File: config.mk
export PLATFORM = sky130hd
export DESIGN_NAME = clock_core_cfg
export DESIGN_NICKNAME = d
export VERILOG_FILES = /design/src/rtl/clock_core_cfg.sv
export SDC_FILE = /design/constraint.sdc
export NUM_CORES = 1
export LEC_CHECK = 0
export CAP_MARGIN = 20
export CORE_MARGIN = 4
export CORE_UTILIZATION = 31
export DETAILED_ROUTE_END_ITERATION = 8
export GPL_TIMING_DRIVEN = 0
export SLEW_MARGIN = 25
export SYNTH_ARGS = -nofsm -noshare
export SYNTH_HDL_FRONTEND = slang
export SYNTH_SLANG_ARGS = --single-unit
File: constraint.sdc
create_clock -name clk -period 2.72 [get_ports clk]
set_input_delay 0.272 -clock clk [delete_from_list [all_inputs] [get_ports clk]]
set_output_delay 0.272 -clock clk [all_outputs]
set_load 0.01 [all_outputs]
File: src/rtl/clock_core_cfg.sv
// Parametrised time-of-day datapath: sub/sec/min/hour counters with run/stop,
// per-field manual setting with edge-detected buttons and auto-repeat, 12/24h
// display decode and a day-rollover pulse.
module clock_core_cfg #(
  parameter int CLK_HZ       = 100_000_000,
  parameter int TICK_HZ      = 100,
  parameter int HOUR_START   = 12,
  parameter int REPEAT_DELAY = 50,
  parameter int REPEAT_RATE  = 10
) (
  input  logic                       clk,
  input  logic                       rst,
  input  logic                       i_run,
  input  logic [1:0]                 i_sel,
  input  logic                       btn_up,
  input  logic                       btn_down,
  input  logic                       i_mode12,
  output logic [$clog2(TICK_HZ)-1:0] o_sub,
  output logic [5:0]                 o_sec,
  output logic [5:0]                 o_min,
  output logic [4:0]                 o_hour,
  output logic [4:0]                 o_hour_disp,
  output logic                       o_pm,
  output logic                       o_day_tick
);

  localparam int DIV  = CLK_HZ / TICK_HZ;
  localparam int PW   = (DIV > 1) ? $clog2(DIV) : 1;
  localparam int SW   = $clog2(TICK_HZ);
  localparam int RMAX = (REPEAT_DELAY > REPEAT_RATE) ? REPEAT_DELAY : REPEAT_RATE;
  localparam int RW   = $clog2(RMAX + 1);

  localparam logic [1:0] SEL_NONE = 2'd0;
  localparam logic [1:0] SEL_SEC  = 2'd1;
  localparam logic [1:0] SEL_MIN  = 2'd2;
  localparam logic [1:0] SEL_HOUR = 2'd3;

  // Repeat sequencer: waiting for the first repeat, then stepping at the rate.
  typedef enum logic [1:0] {
    REP_IDLE  = 2'd0,
    REP_DELAY = 2'd1,
    REP_RATE  = 2'd2
  } rep_state_t;

  logic [PW-1:0] presc;
  logic          base_tick;
  logic          btn_up_q;
  logic          btn_down_q;
  logic [1:0]    sel_q;

  rep_state_t    rep_state, rep_state_nx;
  logic [RW-1:0] rep_cnt, rep_cnt_nx;
  logic          rep_up, rep_up_nx;
  logic          edge_up, edge_dn, hold_lost;
  logic          step, step_up;

  logic [SW-1:0] sub_nx;
  logic [5:0]    sec_nx, min_nx;
  logic [4:0]    hour_nx;
  logic [5:0]    hour_tmp;
  logic          day_nx;
  logic          c_sec, c_min, c_hour;

  // One step of a wrapping field; down from 0 goes to top.
  function automatic logic [5:0] wrap_step(input logic [5:0] v, input logic up,
                                           input logic [5:0] top);
    logic [5:0] r;
    if (up) r = (v == top) ? 6'd0 : v + 6'd1;
    else    r = (v == 6'd0) ? top : v - 6'd1;
    return r;
  endfunction

  assign base_tick = (presc == PW'(DIV - 1));

  // Free-running prescaler producing the base tick; ignores i_run.
  always_ff @(posedge clk or posedge rst) begin
    if (rst)            presc <= '0;
    else if (base_tick) presc <= '0;
    else                presc <= presc + PW'(1);
  end

  // Previous button levels and field select for edge/change detection.
  always_ff @(posedge clk or posedge rst) begin
    if (rst) begin
      btn_up_q   <= 1'b0;
      btn_down_q <= 1'b0;
      sel_q      <= SEL_NONE;
    end else begin
      btn_up_q   <= btn_up;
      btn_down_q <= btn_down;
      sel_q      <= i_sel;
    end
  end

  assign edge_up   = (i_sel != SEL_NONE) && btn_up && !btn_up_q && !btn_down;
  assign edge_dn   = (i_sel != SEL_NONE) && btn_down && !btn_down_q && !btn_up;
  assign hold_lost = (i_sel == SEL_NONE) || (i_sel != sel_q) || (btn_up && btn_down) ||
                     (rep_up ? !btn_up : !btn_down);

  // Repeat state register.
  always_ff @(posedge clk or posedge rst) begin
    if (rst) begin
      rep_state <= REP_IDLE;
      rep_cnt   <= '0;
      rep_up    <= 1'b0;
    end else begin
      rep_state <= rep_state_nx;
      rep_cnt   <= rep_cnt_nx;
      rep_up    <= rep_up_nx;
    end
  end

  // Step decision: a fresh edge always steps and re-arms; a held button steps
  // after the delay and then at the repeat rate, counted in base ticks.
  always_comb begin
    rep_state_nx = rep_state;
    rep_cnt_nx   = rep_cnt;
    rep_up_nx    = rep_up;
    step         = 1'b0;
    step_up      = 1'b0;
    if (edge_up || edge_dn) begin
      step         = 1'b1;
      step_up      = edge_up;
      rep_state_nx = REP_DELAY;
      rep_cnt_nx   = '0;
      rep_up_nx    = edge_up;
    end else begin
      case (rep_state)
        REP_DELAY, REP_RATE: begin
          if (hold_lost) begin
            rep_state_nx = REP_IDLE;
            rep_cnt_nx   = '0;
          end else if (base_tick) begin
            if (rep_cnt == ((rep_state == REP_DELAY) ? RW'(REPEAT_DELAY - 1)
                                                     : RW'(REPEAT_RATE - 1))) begin
              step         = 1'b1;
              step_up      = rep_up;
              rep_state_nx = REP_RATE;
              rep_cnt_nx   = '0;
            end else begin
              rep_cnt_nx = rep_cnt + RW'(1);
            end
          end
        end
        default: begin
          rep_state_nx = REP_IDLE;
          rep_cnt_nx   = '0;
        end
      endcase
    end
  end

  // Counter chain: carries ripple within one cycle; the selected field takes
  // only manual steps and breaks the chain above it.
  always_comb begin
    sub_nx   = o_sub;
    sec_nx   = o_sec;
    min_nx   = o_min;
    hour_nx  = o_hour;
    hour_tmp = 6'd0;
    day_nx   = 1'b0;
    c_sec    = 1'b0;
    c_min    = 1'b0;
    c_hour   = 1'b0;

    if (base_tick && i_run) begin
      if (o_sub == SW'(TICK_HZ - 1)) begin
        sub_nx = '0;
        c_sec  = 1'b1;
      end else begin
        sub_nx = o_sub + SW'(1);
      end
    end

    if (i_sel == SEL_SEC) begin
      if (step) begin
        sec_nx = wrap_step(o_sec, step_up, 6'd59);
        sub_nx = '0;
      end
    end else if (c_sec) begin
      if (o_sec == 6'd59) begin
        sec_nx = 6'd0;
        c_min  = 1'b1;
      end else begin
        sec_nx = o_sec + 6'd1;
      end
    end

    if (i_sel == SEL_MIN) begin
      if (step) min_nx = wrap_step(o_min, step_up, 6'd59);
    end else if (c_min) begin
      if (o_min == 6'd59) begin
        min_nx = 6'd0;
        c_hour = 1'b1;
      end else begin
        min_nx = o_min + 6'd1;
      end
    end

    if (i_sel == SEL_HOUR) begin
      if (step) begin
        hour_tmp = wrap_step({1'b0, o_hour}, step_up, 6'd23);
        hour_nx  = hour_tmp[4:0];
      end
    end else if (c_hour) begin
      if (o_hour == 5'd23) begin
        hour_nx = 5'd0;
        day_nx  = 1'b1;
      end else begin
        hour_nx = o_hour + 5'd1;
      end
    end
  end

  // Time-of-day registers and the day-rollover pulse.
  always_ff @(posedge clk or posedge rst) begin
    if (rst) begin
      o_sub      <= '0;
      o_sec      <= 6'd0;
      o_min      <= 6'd0;
      o_hour     <= 5'(HOUR_START);
      o_day_tick <= 1'b0;
    end else begin
      o_sub      <= sub_nx;
      o_sec      <= sec_nx;
      o_min      <= min_nx;
      o_hour     <= hour_nx;
      o_day_tick <= day_nx;
    end
  end

  // Display decode from the registered 24h hour.
  always_comb begin
    o_pm        = (o_hour >= 5'd12);
    o_hour_disp = o_hour;
    if (i_mode12) begin
      if (o_hour == 5'd0)       o_hour_disp = 5'd12;
      else if (o_hour > 5'd12)  o_hour_disp = o_hour - 5'd12;
    end
  end

endmodule

==> impl_metrics.tcl <==
set metrics [dict create \
    critPathRequiredTime_ns 2.95 \
    ant_nets 0 \
    ios 39 \
    cts_buffer_depth 2 \
    ys_types 64 \
    diodes 0 \
    placed_area_um2 4400 \
    final_util_pct 40.1 \
    core-area_um2 12000 \
    synth_top_flop_cell "dfrtp_1" \
    crit_fanout 5 \
    ys_seq_area_share_pct 38.1 \
    cp-end-kind "register" \
    antenna_found_initial 0 \
    regArea_um2 1450 \
    ys_ff_latch 58 \
    worst_pin_slew_ns 0.660 \
    die_x_um 119 \
    die_h_um 119 \
    fillers 1201 \
    path_class "reg2reg" \
    rr_worst_depth 8 \
    hold_violations 0 \
    status "complete, no violations" \
    vias_per_cell 5.35 \
    holdBufCountCts 0 \
    area_delta_synth_final_pct 26.1 \
    cts.clk_slew.worst_paths_ns 0.05 \
    cp-start-kind "register" \
    setup_viol 0 \
    dp_cells 622 \
    final.setup.worst_slack_ns 0.0646 \
    overflow 0 \
    drv_slew 0 \
    finalWirelength_um 9180 \
    synth_nets 461 \
    max_freq_mhz 377 \
    yosysWarnings 0 \
    cellLeakagePower_nw 2.04 \
    async_flop_share_pct 100 \
    die-area_um2 14200 \
    port_buffers 38 \
    routedWlPerCell_um 14.3 \
    cts_root_buf "clkbuf_16" \
    syn_area_per_cell_um2 8.76 \
    worst_hold_slack_ns 0.228 \
    worstSkewPairLatency_ns 0.32 \
    nets 515 \
    drc 0 \
    place_congestion 0.824 \
    dp_hpwl_um 6600 \
    cts_buffers 9 \
    cts_sinks 58 \
    drive_gt1_share_pct 11.1 \
    multiInputGateArea_um2 2290 \
    maxSlewHeadroom_pct 55.8 \
    rsz0062_at_grt "yes" \
    fin_worst_skew_ns 0.00488 \
    dr.first_iter.drc_count 241 \
    num_rows 40 \
    post-route-min-period_ns 2.66 \
    finalPower_mw 3.55 \
    grt_max_degree 42 \
    initial_core_util_pct 31.8 \
    fin_area_um2 4810 \
    grt_pass1_vias 3316 \
    detail_route.first_pass.iterations 7 \
    syn_inst 436 \
    track_usage_pct 13.5 \
    max_cap_viol_count 0 \
    fin_tns_setup_ns 0 \
    arrival_ns 2.89 \
    instances_no_fill 642 \
    pwr_density_cell_nw_per_um2 738 \
    cts_max_level 3 \
    synth_edf_count 0 \
    post-place-ws_ns -0.175 \
    syn_area_um2 3820 \
    num_vias 3434 \
    min_period_over_period_pct 97.6 \
    cts_tree "built" \
    peakVddDrop_uv 283 \
    grt_first_pass_wirelength_um 16000 \
    hold_class "in2async" \
]
## sequential cells by signal, summed over array words and instances, names as in the netlist
signal	cells
rep_up	1
o_sec	6
o_day_tick	1
o_min	6
rep_state	2
o_sub	7
btn_up_q	1
o_hour	5
presc	20
rep_cnt	6
btn_down_q	1
sel_q	2
## cell usage after synthesis (all sizes together), types with 5 or more instances
library cell	count	area share (%)
o21ai	18	2.4
a21oi	29	3.9
nand2	40	3.9
xor2	17	3.9
clkbuf	12	1.2
and3	11	1.8
o31ai	5	0.98
nand4	9	1.5
nor2	49	4.8
xnor2	15	3.4
mux2i	6	1.6
and4	6	1.4
ha	17	5.6
inv	17	1.7
a22oi	5	0.98
dfrtp	56	37
nor3	14	2.0
nand3	29	3.8
nand2b	7	1.1
## cells by family after synthesis
| kind of cell | after synthesis | synth area share (%) |
|---|---|---|
| mux | 8 | 2.16 |
| buf+inv | 32 | 3.31 |
| fa+ha+maj | 17 | 5.57 |
| flops | 58 | 38.1 |
| xor+xnor | 32 | 7.34 |
| simple gates | 197 | 27.0 |
| compound gates | 92 | 16.5 |
## final timing paths
kind / start / end / slack, ns
hold reg to reg: presc[15] / presc[15] / 0.49
setup reg to reg: rep_state[0] / o_min[3] / 0.06
hold / removal: rst / presc[13] / 0.23
min in group clk: presc[15] / presc[15] / 0.49
max in group asynchronous: rst / o_hour[3] / 1.93
setup / recovery: rep_state[0] / o_min[3] / 0.06
## cells in the final DEF, fill, tap and decap left out, types with 7 or more instances in the layout
| cell type | n |
|---|---|
| a21oi_1 | 27 |
| and3_1 | 10 |
| buf_4 | 8 |
| clkbuf_1 | 8 |
| clkbuf_16 | 9 |
| clkdlybuf4s50_1 | 38 |
| dfrtp_1 | 56 |
| ha_1 | 16 |
| inv_1 | 15 |
| nand2_1 | 40 |
| nand2b_1 | 7 |
| nand3_1 | 29 |
| nand4_1 | 9 |
| nor2_1 | 48 |
| nor3_1 | 12 |
| o21ai_0 | 14 |
| xnor2_1 | 15 |
| xor2_1 | 17 |
## worst max-delay path: stages (launching register included)
cell,delay (ns)
dfrtp_1,0.41
ha_4,0.17
or4b_4,0.51
a2111oi_4,0.49
and4_4,0.30
buf_6,0.13
nor2_1,0.11
or2_1,0.25
o221ai_1,0.19
## report_power, final
part | switching [mW] | total (mW) | internal (mW)
Sequential | 0.166 | 1.14 | 0.977
Clock | 0.400 | 1.13 | 0.732
Combinational | 0.646 | 1.28 | 0.630
## metal layers
layer / track usage (%) / vias to the layer above / wire [µm]
li1: - / 1685 / -
met5: 0 / - / 0
met3: 3.56 / 6 / 420
met4: 3.48 / 0 / 78
met2: 21.8 / 73 / 4240
met1: 17.8 / 1670 / 4440
## final cells by class
class,count,share of cell area [%]
flip-flops and latches,58,30.2
multi-input cells,346,47.6
well taps,147,3.82
clock inverters,6,1.38
clock buffers,10,4.96
plain buffers,11,1.12
repair buffers,47,9.57
inverters,17,1.38
## repair_timing
item	CTS	global route
resized for setup	4	16
setup buffers	1	6
pin swaps	4	12
setup endpoints to repair	10	20
gates cloned	0	1
hold endpoints to repair	0	0
Power figures use the tool's default switching activity.
